`src/rtl/button_event_scheduler.sv`:
```
// button_event_scheduler
//   Turns debounced key levels (A, S, W, X press, X release, D) into one ordered
//   stream of event codes. Rising edges latch a per-key pending bit, a round-robin
//   arbiter moves one pending key per cycle into a small FIFO, and the consumer
//   drains the FIFO with valid/ready. A rise on a key that is still pending is a
//   lost event and sets the sticky ovf_flag.
//   Optional feature macro: EVT_DROP_CNT_EN adds an 8-bit saturating drop counter.
module button_event_scheduler #(
  parameter int N_REQ      = 6,
  parameter int CODE_W     = 3,
  parameter int FIFO_DEPTH = 4,
  parameter int CNT_W      = 3
) (
  input  logic              clk,
  input  logic              buttom_rst,
  input  logic [N_REQ-1:0]  req_level,
  input  logic              evt_ready,
  input  logic              clr_ovf,
  output logic              evt_valid,
  output logic [CODE_W-1:0] evt_code,
  output logic [CNT_W-1:0]  fifo_count,
  output logic              ovf_flag
`ifdef EVT_DROP_CNT_EN
  ,
  output logic [7:0]        drop_cnt
`endif
);

  localparam int PTR_W = $clog2(FIFO_DEPTH);

  logic [N_REQ-1:0]  req_prev;
  logic [N_REQ-1:0]  pend;
  logic [CODE_W-1:0] last_grant;
  logic [CODE_W-1:0] mem [FIFO_DEPTH];
  logic [PTR_W-1:0]  wr_ptr;
  logic [PTR_W-1:0]  rd_ptr;

  logic [N_REQ-1:0]  rise;
  logic [N_REQ-1:0]  gnt_oh;
  logic [N_REQ-1:0]  drop_vec;
  logic [CODE_W-1:0] gnt_idx;
  logic              gnt_valid;
  logic              pop;
  logic              push_ok;

  assign rise      = req_level & ~req_prev;
  assign evt_valid = (fifo_count != '0);
  assign pop       = evt_valid & evt_ready;
  // A full FIFO still accepts a push when the head leaves in the same cycle.
  assign push_ok   = (fifo_count < CNT_W'(FIFO_DEPTH)) | pop;
  // A rise on a key whose previous event is still waiting is lost, unless that
  // key is granted this very cycle (then the new rise simply re-arms it).
  assign drop_vec  = rise & pend & ~gnt_oh;
  assign evt_code  = evt_valid ? mem[rd_ptr] : '0;

  // Round-robin arbiter: first pending key after last_grant, wrapping at N_REQ.
  always_comb begin
    logic [CODE_W:0]   sum;
    logic [CODE_W-1:0] idx;
    gnt_valid = 1'b0;
    gnt_idx   = '0;
    gnt_oh    = '0;
    sum       = '0;
    idx       = '0;
    if (push_ok) begin
      for (int off = 1; off <= N_REQ; off++) begin
        sum = {1'b0, last_grant} + (CODE_W+1)'(off);
        if (sum >= (CODE_W+1)'(N_REQ)) sum = sum - (CODE_W+1)'(N_REQ);
        idx = sum[CODE_W-1:0];
        if (!gnt_valid && pend[idx]) begin
          gnt_valid   = 1'b1;
          gnt_idx     = idx;
          gnt_oh[idx] = 1'b1;
        end
      end
    end
  end

  // Edge history, pending bits and arbiter history.
  always_ff @(posedge clk or posedge buttom_rst) begin
    if (buttom_rst) begin
      req_prev   <= '1;
      pend       <= '0;
      last_grant <= CODE_W'(N_REQ-1);
    end else begin
      req_prev <= req_level;
      pend     <= (pend & ~gnt_oh) | rise;
      if (gnt_valid) last_grant <= gnt_idx;
    end
  end

  // Event FIFO storage, pointers and occupancy.
  always_ff @(posedge clk or posedge buttom_rst) begin
    if (buttom_rst) begin
      for (int i = 0; i < FIFO_DEPTH; i++) mem[i] <= '0;
      wr_ptr     <= '0;
      rd_ptr     <= '0;
      fifo_count <= '0;
    end else begin
      if (gnt_valid) begin
        mem[wr_ptr] <= gnt_idx;
        wr_ptr      <= wr_ptr + PTR_W'(1);
      end
      if (pop) rd_ptr <= rd_ptr + PTR_W'(1);
      if (gnt_valid && !pop)      fifo_count <= fifo_count + CNT_W'(1);
      else if (pop && !gnt_valid) fifo_count <= fifo_count - CNT_W'(1);
    end
  end

  // Sticky loss flag; a new drop outranks a simultaneous clear.
  always_ff @(posedge clk or posedge buttom_rst) begin
    if (buttom_rst)       ovf_flag <= 1'b0;
    else if (|drop_vec)   ovf_flag <= 1'b1;
    else if (clr_ovf)     ovf_flag <= 1'b0;
  end

`ifdef EVT_DROP_CNT_EN
  logic [7:0] n_drop;
  logic [8:0] drop_sum;

  // Number of keys losing an event this cycle, added onto the (possibly cleared) count.
  always_comb begin
    n_drop = '0;
    for (int i = 0; i < N_REQ; i++) n_drop = n_drop + 8'(drop_vec[i]);
    drop_sum = {1'b0, (clr_ovf ? 8'd0 : drop_cnt)} + {1'b0, n_drop};
  end

  // Saturating drop counter.
  always_ff @(posedge clk or posedge buttom_rst) begin
    if (buttom_rst) drop_cnt <= '0;
    else            drop_cnt <= drop_sum[8] ? 8'hFF : drop_sum[7:0];
  end
`endif

endmodule
```
`config.mk`:
```
export PLATFORM = sky130hd
export DESIGN_NAME = button_event_scheduler
export DESIGN_NICKNAME = d
export VERILOG_FILES = /design/src/rtl/button_event_scheduler.sv
export SDC_FILE = /design/constraint.sdc
export NUM_CORES = 1
export LEC_CHECK = 0
export BUFFER_PORTS_ARGS = -buffer_cell sky130_fd_sc_hd__buf_4
export CELL_PAD_IN_SITES_DETAIL_PLACEMENT = 1
export CELL_PAD_IN_SITES_GLOBAL_PLACEMENT = 2
export CORE_MARGIN = 2
export CORE_UTILIZATION = 39
export DETAILED_ROUTE_END_ITERATION = 10
export PLACE_DENSITY_LB_ADDON = 0.05
export SYNTH_ARGS = -nofsm -noshare
export SYNTH_HDL_FRONTEND = slang
export SYNTH_SLANG_ARGS = --single-unit
```
`constraint.sdc`:
```
create_clock -name clk -period 5.4 [get_ports clk]
set_input_delay 0.27 -clock clk [delete_from_list [all_inputs] [get_ports clk]]
set_output_delay 0.27 -clock clk [all_outputs]
set_load 0.01 [all_outputs]
```
==> impl_metrics.env <==
export IMPL_outcome="finished, final reports clean"
export IMPL_grtUsageMet2_pct=36.2
export IMPL_post_cts_buffers=0
export IMPL_grt_max_degree=36
export IMPL_initial_core_util_pct=40.7
export IMPL_fin_ws_ns=0.785
export IMPL_drv_slew=0
export IMPL_synth_edf_count=0
export IMPL_cpPeakStageDelay_ns=0.66
export IMPL_route_vias_total=2371
export IMPL_clk_pin_slew_ns=0.08
export IMPL_synthFlopType="dfrtp_1"
export IMPL_finalSetupTns_ns=0
export IMPL_postRouteAntennaNets=0
export IMPL_path_cells="inv_1, ha_1, inv_1, o21a_1, a221oi_1, or3_1, nor2b_1, a31oi_4, ha_1, inv_1, fa_1, xor2_1, nor2_1, xor2_1"
export IMPL_utilization_pct=45.4
export IMPL_cts_tree="done"
export IMPL_drt_pass1_iter_count=4
export IMPL_crit_path_start_kind="register"
export IMPL_cts_repair_resized=0
export IMPL_setup_viol=0
export IMPL_coreArea_um2=6870
export IMPL_critPathTopFamily="adder cells"
export IMPL_synth_avg_cell_area_um2=9.25
export IMPL_final_layout_size_suffix_gt1_share_pct=19.0
export IMPL_ctsLongestPathBuffers=2
export IMPL_drcViolationCount=0
export IMPL_tightestPinTransition_ns=0.852
export IMPL_required_ns=5.62
export IMPL_cts_hold_buffers=0
export IMPL_yosysWarningCount=0
export IMPL_grt_busiest_layer="met2"
export IMPL_area_delta_synth_final_pct=11.7
export IMPL_synth_nets=329
export IMPL_drt_first_iter_violations=153
export IMPL_seq_area_frac_synth_pct=31.7
export IMPL_hpwl_um=5930
export IMPL_clock_latency_ns=0.30
export IMPL_numCtsBuffers=5
export IMPL_place_congestion=0.850
export IMPL_io_pins=18
export IMPL_io_buffers=17
export IMPL_post_place_ws_ns=0.791
export IMPL_grt_pass1_vias=2401
export IMPL_path_buf_inv=3
export IMPL_wire_per_inst_um=18.9
export IMPL_arrival_ns=4.84
export IMPL_nNetsFinal=342
export IMPL_synthArstFlopShare_pct=100
export IMPL_diodes=0
export IMPL_die_area_um2=7850
export IMPL_grt_pass1_wl_um=12700
export IMPL_vias_per_cell=5.75
export IMPL_period_minus_slack_ns=4.62
export IMPL_max_slew_margin_pct=42.7
export IMPL_use_met1_pct=28.2
export IMPL_rows=30
export IMPL_fmax_ghz=0.217
export IMPL_syn_area_um2=2790
export IMPL_cts_sinks=35
export IMPL_multi_input_area_um2=1790
export IMPL_worstSetupEndpointType="register"
export IMPL_num_fill_cells=791
export IMPL_hold_viol=0
export IMPL_htree_levels=2
export IMPL_regArea_um2=886
export IMPL_die_width_um=88.6
export IMPL_maxCapViolations=0
export IMPL_die_y_um=88.6
export IMPL_synthDistinctLibCells=58
export IMPL_crit_type="register to register"
export IMPL_antenna_found_initial=0
export IMPL_wirelength_um=7800
export IMPL_ys_ff_latch=35
export IMPL_cpMostUsedCell="inv_1"
export IMPL_cts_root_buffer="clkbuf_8"
export IMPL_track_usage_pct=21.5
export IMPL_fin_crit_sh_pct=85.5
export IMPL_overflow=0
export IMPL_synth_cells=302
export IMPL_worst_path_max_fanout=15
export IMPL_gr_usage_met3_pct=3.82
export IMPL_skew_ns=0.0148
export IMPL_rsz0062_at_grt="no"
export IMPL_hold_path_class="input port to async pin"
export IMPL_cpMaxStageDelayCell="ha_1"
## cells in the mapped netlist (9+ instances only)
master	count	share of area (%)
mux2i_1	9	3.2
o21ai_0	9	1.6
a21oi_1	19	3.4
xnor2_1	11	3.4
nor2_1	17	2.3
dfrtp_1	27	24
nand2_1	29	3.9
mux2_2	13	5.2
ha_1	16	7.2
clkbuf_1	9	1.2
inv_1	14	1.9
## cell usage in the layout, fill, tap and decap left out, types with 7 or more instances in the layout
| cell | synthesis | layout |
|---|---|---|
| a211oi_1 | 7 | 7 |
| a21o_1 | 7 | 7 |
| a21oi_1 | 19 | 19 |
| buf_4 | 0 | 21 |
| dfrtp_1 | 27 | 27 |
| dfstp_2 | 8 | 8 |
| ha_1 | 16 | 16 |
| inv_1 | 14 | 14 |
| mux2_2 | 13 | 13 |
| mux2i_1 | 9 | 9 |
| nand2_1 | 29 | 29 |
| nand3_1 | 8 | 8 |
| nor2_1 | 17 | 17 |
| o21ai_0 | 9 | 9 |
| xnor2_1 | 11 | 11 |
## state kept, by name (all words and copies together), names as in the netlist
register	flops
wr_ptr	2
mem	12
rd_ptr	2
fifo_count	3
req_prev	6
ovf_flag	1
last_grant	3
pend	6
## path summary, 6_finish.rpt
path	start	endpoint	slack (ns)	depth (start not counted)
min in group clk	req_level[1]	req_prev[1]$_DFF_PP1_	0.07	1
worst max-delay path	last_grant[1]$_DFFE_PP0P_	fifo_count[2]$_DFFE_PP0P_	0.78	14
worst max register to register	last_grant[1]$_DFFE_PP0P_	fifo_count[2]$_DFFE_PP0P_	0.78	14
worst min-delay path	buttom_rst	pend[4]$_DFF_PP0_	0.07	3
worst min register to register	mem[3]$_DFFE_PP0P_	mem[3]$_DFFE_PP0P_	0.50	1
max in group asynchronous	buttom_rst	last_grant[0]$_DFFE_PP1P_	4.97	3
## metrics by stage
stage               hold slack, ns  cells  cell area (um2)
global placement             0.385    404             3010
CTS                         0.0656    412             3120
finish                      0.0695    412             3120
floorplan                    0.274    302             2790
detailed placement           0.388    404             3010
global route                0.0607    412             3120
## cell type report
type                    count  area share, %
clock buffers               5           2.21
multi-input cells         237           57.3
clock inverters             3           1.40
repair buffers             21           5.05
flip-flops and latches     35           28.4
inverters                  15           1.81
well taps                  96           3.85
## worst reg2reg max path: cells and delay by family, from the launching register on
family                     cells  cell delay, ns
buffers and inverters          3            0.67
xor gates and xnor gates       2            0.32
and+or+nand+nor                3            0.65
adders and majority gates      3            1.27
DFF                            1            0.62
AOI/OAI and AO/OA              3            1.03
## logic make-up after synthesis
group,count (synthesis),synth area share (%)
buf+inv,30,4.30
flops,35,31.7
fa+ha+maj,17,7.89
simple gates,92,16.8
compound gates,81,20.7
mux,30,13.3
xor+xnor,17,5.33
## per-layer routing
metal / part of all wire, % / up-vias
li1: - / 1125
met2: 49 / 45
met4: 1.8 / 0
met3: 3.9 / 10
met5: 0 / -
met1: 45 / 1191
Power is not shown: default switching activity piles up to over one toggle a cycle in this logic, so the estimate is an artifact.
